[src/rtl/zmips_mem_arbiter_if.sv]
// Bundle of zmips core-side request ports and the shared external memory bus.
// The arbiter takes the slave view; the core drives the master view, memory the mem view.
interface zmips_mem_arbiter_if;
  logic        if_req;
  logic [31:0] if_addr;
  logic [31:0] if_rdata;
  logic        if_ack;
  logic        d_req;
  logic        d_we;
  logic [31:0] d_addr;
  logic [31:0] d_wdata;
  logic [31:0] d_rdata;
  logic        d_ack;
  logic        acc_err;
  logic        stall;
  logic [31:0] m_addr;
  logic [31:0] m_wdata;
  logic [31:0] m_rdata;
  logic        m_rd;
  logic        m_wr;
  logic        m_ready;

  modport master (
    output if_req, if_addr, d_req, d_we, d_addr, d_wdata,
    input  if_rdata, if_ack, d_rdata, d_ack, acc_err, stall
  );

  modport slave (
    input  if_req, if_addr, d_req, d_we, d_addr, d_wdata, m_rdata, m_ready,
    output if_rdata, if_ack, d_rdata, d_ack, acc_err, stall,
           m_addr, m_wdata, m_rd, m_wr
  );

  modport mem (
    input  m_addr, m_wdata, m_rd, m_wr,
    output m_rdata, m_ready
  );
endinterface

[src/rtl/zmips_mem_arbiter.sv]
// Shares one 32-bit memory bus between zmips fetch (IF) and data (D) ports.
// Fixed D priority from IDLE, alternation from RESP, programmable wait states.
module zmips_mem_arbiter #(
   parameter int unsigned WAIT_STATES = 1
) (
   input  logic                clk,
   input  logic                rst,
   zmips_mem_arbiter_if.slave  bus
);

   typedef enum logic [1:0] {
      IDLE = 2'd0,
      ACC  = 2'd1,
      RESP = 2'd2
   } state_t;

   localparam logic [3:0] WS = 4'(WAIT_STATES);

   state_t      state_q, state_d;
   logic        owner_q, owner_d;   // 0 = IF, 1 = D
   logic [31:0] addr_q, addr_d;
   logic [31:0] wdata_q, wdata_d;
   logic        we_q, we_d;
   logic [3:0]  cnt_q, cnt_d;
   logic        err_q, err_d;
   logic [31:0] if_rdata_q, d_rdata_q;
   logic        cap_if, cap_d;
   logic        grant_if, grant_d;

   // NOTE: every signal written here gets a default first, so no path leaves it unassigned and no latch is inferred.
   always_comb begin
      state_d  = state_q;
      owner_d  = owner_q;
      addr_d   = addr_q;
      wdata_d  = wdata_q;
      we_d     = we_q;
      cnt_d    = cnt_q;
      err_d    = err_q;
      cap_if   = 1'b0;
      cap_d    = 1'b0;
      grant_if = 1'b0;
      grant_d  = 1'b0;

      case (state_q)
         IDLE: begin
            if (bus.d_req)       grant_d  = 1'b1;
            else if (bus.if_req) grant_if = 1'b1;
         end
         ACC: begin
            if (cnt_q != 4'd0) begin
               cnt_d = cnt_q - 4'd1;
            end else if (bus.m_ready) begin
               state_d = RESP;
               cap_if  = ~we_q & ~owner_q;
               cap_d   = ~we_q &  owner_q;
            end
         end
         RESP: begin
            // The finishing owner is never re-granted here, which yields alternation.
            state_d = IDLE;
            if (owner_q && bus.if_req)      grant_if = 1'b1;
            else if (!owner_q && bus.d_req) grant_d  = 1'b1;
         end
         default: state_d = IDLE;
      endcase

      if (grant_d) begin
         owner_d = 1'b1;
         addr_d  = bus.d_addr;
         wdata_d = bus.d_wdata;
         we_d    = bus.d_we;
      end else if (grant_if) begin
         owner_d = 1'b0;
         addr_d  = bus.if_addr;
         wdata_d = '0;
         we_d    = 1'b0;
      end

      // Misaligned grants skip the bus and report the error in the ack cycle.
      if (grant_d || grant_if) begin
         cnt_d   = WS;
         err_d   = (addr_d[1:0] != 2'b00);
         state_d = err_d ? RESP : ACC;
      end
   end

   // NOTE: sequential state uses non-blocking assignments so every register samples pre-edge values.
   always_ff @(negedge clk) begin
      if (rst) begin
         state_q <= IDLE;
         owner_q <= 1'b0;
         addr_q  <= '0;
         wdata_q <= '0;
         we_q    <= 1'b0;
         cnt_q   <= '0;
         err_q   <= 1'b0;
      end else begin
         state_q <= state_d;
         owner_q <= owner_d;
         addr_q  <= addr_d;
         wdata_q <= wdata_d;
         we_q    <= we_d;
         cnt_q   <= cnt_d;
         err_q   <= err_d;
      end
   end

   // NOTE: the read-data registers are reset because their post-reset value is visible on the ports.
   always_ff @(negedge clk) begin
      if (rst) begin
         if_rdata_q <= '0;
         d_rdata_q  <= '0;
      end else begin
         if (cap_if) if_rdata_q <= bus.m_rdata;
         if (cap_d)  d_rdata_q  <= bus.m_rdata;
      end
   end

   assign bus.m_addr   = addr_q;
   assign bus.m_wdata  = wdata_q;
   assign bus.m_rd     = (state_q == ACC) & ~we_q;
   assign bus.m_wr     = (state_q == ACC) &  we_q;
   assign bus.if_ack   = (state_q == RESP) & ~owner_q;
   assign bus.d_ack    = (state_q == RESP) &  owner_q;
   assign bus.acc_err  = (state_q == RESP) &  err_q;
   assign bus.if_rdata = if_rdata_q;
   assign bus.d_rdata  = d_rdata_q;
   assign bus.stall    = (bus.if_req & ~bus.if_ack) | (bus.d_req & ~bus.d_ack);

endmodule
[src/flat_wrapper.sv]
// flat-port wrapper written by rule: the top's interface ports become plain ports
module zmips_mem_arbiter_flat 
#(
   parameter int unsigned WAIT_STATES = 1
)
  (clk, rst, bus_if_req, bus_if_addr, bus_d_req, bus_d_we, bus_d_addr, bus_d_wdata, bus_m_rdata, bus_m_ready, bus_if_rdata, bus_if_ack, bus_d_rdata, bus_d_ack, bus_acc_err, bus_stall, bus_m_addr, bus_m_wdata, bus_m_rd, bus_m_wr);
  zmips_mem_arbiter_if bus_i ();
  input  logic clk;
  input  logic rst;
  input wire logic [$bits(bus_i.if_req)-1:0] bus_if_req;
  input wire logic [$bits(bus_i.if_addr)-1:0] bus_if_addr;
  input wire logic [$bits(bus_i.d_req)-1:0] bus_d_req;
  input wire logic [$bits(bus_i.d_we)-1:0] bus_d_we;
  input wire logic [$bits(bus_i.d_addr)-1:0] bus_d_addr;
  input wire logic [$bits(bus_i.d_wdata)-1:0] bus_d_wdata;
  input wire logic [$bits(bus_i.m_rdata)-1:0] bus_m_rdata;
  input wire logic [$bits(bus_i.m_ready)-1:0] bus_m_ready;
  output wire logic [$bits(bus_i.if_rdata)-1:0] bus_if_rdata;
  output wire logic [$bits(bus_i.if_ack)-1:0] bus_if_ack;
  output wire logic [$bits(bus_i.d_rdata)-1:0] bus_d_rdata;
  output wire logic [$bits(bus_i.d_ack)-1:0] bus_d_ack;
  output wire logic [$bits(bus_i.acc_err)-1:0] bus_acc_err;
  output wire logic [$bits(bus_i.stall)-1:0] bus_stall;
  output wire logic [$bits(bus_i.m_addr)-1:0] bus_m_addr;
  output wire logic [$bits(bus_i.m_wdata)-1:0] bus_m_wdata;
  output wire logic [$bits(bus_i.m_rd)-1:0] bus_m_rd;
  output wire logic [$bits(bus_i.m_wr)-1:0] bus_m_wr;
  assign bus_i.if_req = bus_if_req;
  assign bus_i.if_addr = bus_if_addr;
  assign bus_i.d_req = bus_d_req;
  assign bus_i.d_we = bus_d_we;
  assign bus_i.d_addr = bus_d_addr;
  assign bus_i.d_wdata = bus_d_wdata;
  assign bus_i.m_rdata = bus_m_rdata;
  assign bus_i.m_ready = bus_m_ready;
  assign bus_if_rdata = bus_i.if_rdata;
  assign bus_if_ack = bus_i.if_ack;
  assign bus_d_rdata = bus_i.d_rdata;
  assign bus_d_ack = bus_i.d_ack;
  assign bus_acc_err = bus_i.acc_err;
  assign bus_stall = bus_i.stall;
  assign bus_m_addr = bus_i.m_addr;
  assign bus_m_wdata = bus_i.m_wdata;
  assign bus_m_rd = bus_i.m_rd;
  assign bus_m_wr = bus_i.m_wr;
  zmips_mem_arbiter #(.WAIT_STATES(WAIT_STATES)) u_core (.clk(clk), .rst(rst), .bus(bus_i));
endmodule
[config.mk]
export PLATFORM = sky130hd
export DESIGN_NAME = zmips_mem_arbiter_flat
export DESIGN_NICKNAME = d
export VERILOG_FILES = /design/src/rtl/zmips_mem_arbiter_if.sv /design/src/rtl/zmips_mem_arbiter.sv /design/src/flat_wrapper.sv
export SDC_FILE = /design/constraint.sdc
export NUM_CORES = 1
export LEC_CHECK = 0
export ABC_AREA = 1
export BUFFER_PORTS_ARGS = -buffer_cell sky130_fd_sc_hd__buf_2
export CELL_PAD_IN_SITES_DETAIL_PLACEMENT = 1
export CELL_PAD_IN_SITES_GLOBAL_PLACEMENT = 1
export CORE_MARGIN = 4
export CORE_UTILIZATION = 34
export DETAILED_ROUTE_END_ITERATION = 8
export GPL_ROUTABILITY_DRIVEN = 0
export HOLD_SLACK_MARGIN = 0.1
export PLACE_DENSITY = 0.95
export SLEW_MARGIN = 5
export SYNTH_ARGS = -nofsm -noshare
export SYNTH_HDL_FRONTEND = slang
export SYNTH_SLANG_ARGS = --single-unit
[constraint.sdc]
create_clock -name clk -period 2.12 [get_ports clk]
set_input_delay 0.106 -clock clk [delete_from_list [all_inputs] [get_ports clk]]
set_output_delay 0.106 -clock clk [all_outputs]
set_load 0.01 [all_outputs]
## Word level (Yosys, flattened, before mapping)

Cells that the tools add are included.

- Reduce and logical (&&, ||, !) cells: 14
- Bitwise logic cells: 14
- Eq/ne operators: 5
- Add/sub/neg operators: 1
- Multiplexer cells: 29

Operators by type and width:

| cell | count |
|---|---|
| 32-bit 2-to-1 mux | 4 |
| 1-bit 2-to-1 mux | 18 |
| 1-bit AND | 9 |
| 2-bit 2-to-1 mux | 4 |
| 2-bit nonzero test | 4 |
| 1-bit inverter | 4 |
| 1-bit one-hot mux with 2 select lines | 2 |
| 2-bit one-hot mux with 2 select lines | 1 |
| 2-bit AND reduction | 2 |
| 4-bit nonzero test | 1 |
| 4-bit by 1-bit subtractor with 4-bit output (second input constant) | 1 |
| 3-bit by 2-bit inequality test with 1-bit output (second input constant) | 1 |
| 3-bit inequality test (second input constant) | 1 |
| 3-bit AND reduction | 1 |
| 2-bit by 1-bit equality test with 1-bit output (second input constant) | 1 |
| 2-bit equality test (second input constant) | 1 |
| 1-bit logical AND | 2 |
| 2-bit zero test | 1 |
| 2-bit by 1-bit inequality test with 1-bit output (second input constant) | 1 |
| 2-bit OR reduction | 1 |
| 1-bit zero test | 1 |
| 1-bit logical OR | 1 |
| 1-bit bitwise OR | 1 |

- Word-level logic and storage cells: 74
- Register bits: 137
- Output and inout port bits: 134
- Bits of input ports: 134

## Logic depth before layout (Yosys ltp)

Gate-level depths: netlist of the first run.

- Word-level depth: 9
- Depth in mapped cells: 9
- Depth with buffers taken out: 9

==> results.py, run 1 <==
metrics = {
    "hold_path": {
        "hold_start": "u_core.bus.m_wdata[16]",
        "hold_end": "u_core.bus.m_wdata[16]",
        "hold_path.class": "flop to flop",
        "min_path_cells": 2,
    },
    "timing": {
        "worstMarginPinSlew_ps": 344,
        "fin_worst_skew_ps": 61.1,
        "grt_setup_unrepaired": "true",
        "hold_slack_ps": 456,
        "finalSetupViolCount": 20,
        "final-max-slew-violation-count": 0,
        "finalWorstSetupSlack_ps": -413,
        "hold_violations": 0,
        "relSlewSlack_pct": 77.0,
    },
    "critical_path": {
        "crit_family": "flip-flops",
        "reg2regPathDepth": 7,
        "crit_arrival_ps": 2430,
        "rrSetupSlack_ps": 250,
        "critPathRequiredTime_ps": 2010,
        "start_kind": "flop",
        "endpoint_kind": "output pin",
        "crit_type": "flop to output pin",
        "cp_slowest_stage_delay_ps": 370,
        "r2r_start": "u_core.state_q[1]",
        "path_max_fanout": 3,
        "cp_slowest_cell": "dfxtp_4",
        "regToRegEndpoint": "u_core.bus.m_addr[26]",
        "critPathBufInv": 3,
        "crit_chain": "buf_6, inv_4, nand2_4, nor2_1, buf_2",
    },
    "synth": {
        "syn_nets": 811,
        "seq_area_frac_synth_pct": 52.3,
        "synth_top_area_share_pct": 52.3,
        "yosysUniqueCellTypes": 29,
        "synth_area_leader_cell": "dfxtp_1",
        "synth_area_per_cell_um2": 7.76,
        "yosysWarnings": 0,
        "netlist_instances": 676,
        "synth.cell_area_um2": 5250,
        "ys_seq_elements": 137,
        "ys_top_cells_by_area": "dfxtp_1 52%, nand2_1 9.9%, nor2_1 9.8%",
    },
    "cts": {
        "numCtsBuffers": 17,
        "root_buffer": "clkbuf_16",
        "ctsHoldBuffers": 0,
        "clock_sink_count": 137,
        "cts_max_level": 4,
        "clk_pin_slew_ps": 50,
        "clockBufferDepth": 2,
        "insertion_delay_ps": 520,
        "tritoncts": "built",
    },
    "floorplan": {
        "core_region_area_um2": 15100,
        "die_h_um": 132,
        "dieArea_um2": 17500,
        "io_pins": 268,
        "die_w_um": 132,
        "num_rows": 45,
        "start_util_pct": 34.7,
    },
    "final_layout": {
        "drive_gt1_share_pct": 40.5,
        "syn2layout_area_growth_pct": 61.0,
        "mostFrequentLayoutCells": "222 x buf_2, 152 x inv_1, 137 x nand2_1, 134 x nor2_1, 82 x dfxtp_2",
        "layout_commonest_cell": "buf_2",
        "post-route-util_pct": 55.8,
        "num_antenna_cells": 0,
        "nNetsFinal": 1224,
        "layout.cells.non_filler": 1290,
    },
    "global_route": {
        "gr-total-overflow": 0,
        "grt_pass1_wl_um": 37700,
        "grt_pass1_vias": 7473,
        "grt_usage_pct": 27.0,
        "grt_max_degree": 69,
        "grt_antenna_before_repair": 0,
    },
    "routing": {
        "ant_nets": 0,
        "dr.first_iter.drc_count": 425,
        "drtPass1Iterations": 6,
        "wl_um": 26600,
        "wire_per_inst_um": 20.6,
        "via_count": 6754,
        "via_per_inst": 5.24,
        "drc": 0,
    },
    "power": {
        "powerDensity_nw_per_um2": 1160,
        "p_leak_nw": 4.38,
        "finalPower_w": 0.00980,
        "peakVddDrop_v": 0.000680,
    },
    "placed_design": {
        "portBuffers": 267,
        "dpl.cell_count": 1114,
        "dp_hpwl_um": 14500,
    },
    "status": {
        "status": "finished with violations",
        "violations": "setup timing",
    },
    "flow_run": {
        "maxCapViolCount": 0,
    },
}
-- registers in the layout, summed over array words and instances, names as in the netlist --
signal               flops
u_core.bus.d_rdata      32
u_core.bus.if_rdata     32
u_core.bus.m_addr       32
u_core.bus.m_wdata      32
u_core.cnt_q             4
u_core.err_q             1
u_core.owner_q           1
u_core.state_q           2
u_core.we_q              1
-- kinds of logic after synthesis --
family | after synthesis | share of synthesized area [%]
simple gates | 325 | 26.1
compound gates | 143 | 14.6
flops | 137 | 52.3
buf+inv | 70 | 6.84
fa+ha+maj | 1 | 0.238
-- synthesized netlist by cell type --
library cell,instances
nand2_1,138
dfxtp_1,137
nor2_1,137
o21ai_1,61
a21oi_1,40
nand3_1,36
a31oi_1,30
clkbuf_1,18
inv_1,17
buf_2,15
o21ai_0,10
buf_6,7
buf_4,6
inv_2,6
nand2_2,2
nand2_4,2
nand4_4,2
ha_1,1
inv_4,1
nand3_4,1
nand3b_1,1
nor2_2,1
nor2_4,1
nor3_1,1
nor3_4,1
nor3b_1,1
o211ai_1,1
o21ai_4,1
or2_0,1
-- metrics by stage --
stage / TNS [ps] / setup WS, ps / area (um2)
after detailed placement: -7720 / -182 / 6860
final: -2440 / -413 / 8450
after floorplan: 0 / 9.42 / 5250
after global placement: -3290 / -96.0 / 6860
after CTS: -2090 / -354 / 8140
after global routing: -3180 / -448 / 8450
-- layer usage --
layer	up-vias	global-route usage (%)	share of wire [%]
li1	3042	-	-
met1	3213	26.6	35
met2	406	46.6	52
met3	93	10.8	8.4
met4	0	18.3	4.8
met5	-	0	0
-- worst max-delay path by stage --
stage / cells after the start / to / start
3_3_place_gp: 5 / u_core.bus.m_addr[13] / bus_d_req
2_1_floorplan: 6 / u_core.bus.d_rdata[0] / rst
5_1_grt: 5 / bus_m_wr / u_core.state_q[1]
4_1_cts: 4 / bus_stall / u_core.state_q[1]
6_report: 5 / bus_m_wr / u_core.state_q[1]
3_5_place_dp: 5 / u_core.bus.m_addr[26] / bus_d_req
-- what timing repair did --
action,in CTS,in global routing
pin swaps,5,6
resized for setup,64,99
setup buffers,4,4
endpoints found under the setup margin,33,86
-- report_power, final --
group	internal [W]	switching [W]
clock	0.00200	0.00231
sequential	0.00292	0.000234
combinational	0.000944	0.00139
total	0.00587	0.00393
-- final cells by class --
class	instances	area (um2)
Clock buffer	17	425
Multi-Input combinational cell	469	2210
Timing Repair Buffer	304	1980
Fill cell	1895	6700
Sequential cell	137	2860
Tap cell	188	235
Inverter	23	91.3
Clock inverter	152	653
-- worst reg2reg max path, stage by stage, from the launching register on --
cell and delay (ps):
dfxtp_4 370, buf_6 130, buf_4 130, buf_4 130, o21ai_4 200, buf_4 370, nand3_1 190, a31oi_1 240
Power figures use the tool's default switching activity.
==> run 2, diff against run 1 <==
- CORE_ASPECT_RATIO: unset -> 1.2
==> results.py, run 2 (synthesized netlist as in run 1, its figures left out) <==
metrics = {
    "timing": {
        "final-max-slew-violation-count": 0,
        "hold_slack_ps": 455,
        "finalSetupViolCount": 11,
        "finalWorstSetupSlack_ps": -344,
        "worstMarginPinSlew_ps": 326,
        "grt_setup_unrepaired": "true",
        "relSlewSlack_pct": 78.2,
        "hold_violations": 0,
        "fin_worst_skew_ps": 47.9,
        "fin_setup_tns_ps": -1700,
    },
    "critical_path": {
        "crit_arrival_ps": 2360,
        "critPathBufInv": 2,
        "endpoint_kind": "output pin",
        "crit_family": "flip-flops",
        "crit_chain": "inv_2, nand2_4, nor2_4, o21ai_1, buf_2",
        "start_kind": "flop",
        "path_max_fanout": 3,
        "crit_type": "flop to output pin",
        "critPathRequiredTime_ps": 2010,
        "cp_slowest_stage_delay_ps": 370,
        "cp_slowest_cell": "dfxtp_4",
    },
    "hold_path": {
        "hold_path.class": "flop to flop",
    },
    "cts": {
        "insertion_delay_ps": 500,
        "numCtsBuffers": 17,
        "tritoncts": "built",
        "clk_pin_slew_ps": 40,
        "root_buffer": "clkbuf_16",
        "clockBufferDepth": 2,
        "cts_max_level": 4,
        "clock_sink_count": 137,
        "ctsHoldBuffers": 0,
    },
    "power": {
        "p_leak_nw": 4.34,
        "powerDensity_nw_per_um2": 1120,
        "peakVddDrop_v": 0.000512,
    },
    "global_route": {
        "gr-total-overflow": 0,
        "grt_usage_pct": 25.2,
        "grt_pass1_wl_um": 34500,
        "grt_antenna_before_repair": 1,
        "grt_pass1_vias": 7210,
        "grt_max_degree": 69,
    },
    "final_layout": {
        "layout.cells.non_filler": 1303,
        "drive_gt1_share_pct": 39.3,
        "syn2layout_area_growth_pct": 59.9,
        "mostFrequentLayoutCells": "220 x buf_2, 152 x inv_1, 137 x nand2_1, 135 x nor2_1, 74 x dfxtp_2",
        "layout_commonest_cell": "buf_2",
        "nNetsFinal": 1221,
        "num_antenna_cells": 0,
    },
    "routing": {
        "dr.first_iter.drc_count": 365,
        "wire_per_inst_um": 18.5,
        "drc": 0,
        "via_count": 6559,
        "drtPass1Iterations": 5,
        "ant_nets": 0,
        "wl_um": 24100,
        "via_per_inst": 5.03,
    },
    "placed_design": {
        "portBuffers": 267,
        "dp_hpwl_um": 14100,
        "dpl.cell_count": 1134,
        "pre_cts_ws_ps": -167,
    },
    "floorplan": {
        "start_util_pct": 34.8,
        "num_rows": 49,
        "io_pins": 268,
        "core_region_area_um2": 15100,
        "die_h_um": 144,
        "die_w_um": 121,
        "dieArea_um2": 17500,
    },
    "status": {
        "violations": "setup timing",
        "status": "finished with violations",
    },
    "flow_run": {
        "maxCapViolCount": 0,
    },
}
## run 2: cell types whose count changed in the layout (fill, tap and decap cells not counted), moves of 2 or more
cell	before	now
inv_4	6	4
buf_2	222	220
inv_6	4	2
dfxtp_1	51	60
o21ai_4	3	1
clkinvlp_2	1	5
dfxtp_2	82	74
## run 2: what timing repair did
item,in CTS,in global routing
pin swaps,4,2
setup endpoints to repair,25,87
setup buffers,1,0
resized for setup,45,100
endpoints found under the hold margin,0,0
## run 2: worst register-to-register path, delay by kind of cell (launching register included)
family / cells / cell delay, ps
flip-flops: 1 / 400
AO/OA/AOI/OAI: 2 / 350
AND/OR/NAND/NOR: 2 / 290
buffers and inverters: 3 / 630
## run 2: metal layers
metal | up-vias | global-route usage (%) | part of all wire (%)
met5 | - | 0 | 0.054
met4 | 2 | 15.5 | 3.0
met3 | 61 | 10.7 | 7.6
met2 | 353 | 45.2 | 54
met1 | 3114 | 23.6 | 36
li1 | 3029 | - | -
## run 2: final timing paths
check	from	to	slack, ps	cells past startpoint
hold reg to reg	u_core.bus.m_wdata[17]	u_core.bus.m_wdata[17]	460	2
setup / recovery	u_core.state_q[0]	bus_stall	-340	5
setup reg to reg	u_core.state_q[1]	u_core.bus.m_addr[31]	350	7
hold / removal	u_core.bus.m_wdata[17]	u_core.bus.m_wdata[17]	460	2
## run 2: final cells by class
type	count	area (um2)
fillers	1907	6690
inverters	23	88.8
clock inverters	152	638
flip-flops and latches	137	2850
multi-input cells	469	2180
well taps	204	255
clock buffers	17	425
repair buffers	301	1950
## run 2: metrics by stage
| step | instance area, um2 | util (%) | total power [W] |
|---|---|---|---|
| after floorplan | 5250 | - | 0.00455 |
| after global placement | 6910 | 45.8 | 0.00531 |
| after global routing | 8390 | 55.6 | 0.0100 |
| after detailed placement | 6910 | 45.8 | 0.00539 |
| after CTS | 8090 | 53.7 | 0.00929 |
| final | 8390 | 55.6 | 0.00941 |
## run 2: power breakdown
part	internal, W	switching, W
registers	0.00292	0.000216
logic	0.000904	0.00131
clock network	0.00196	0.00209
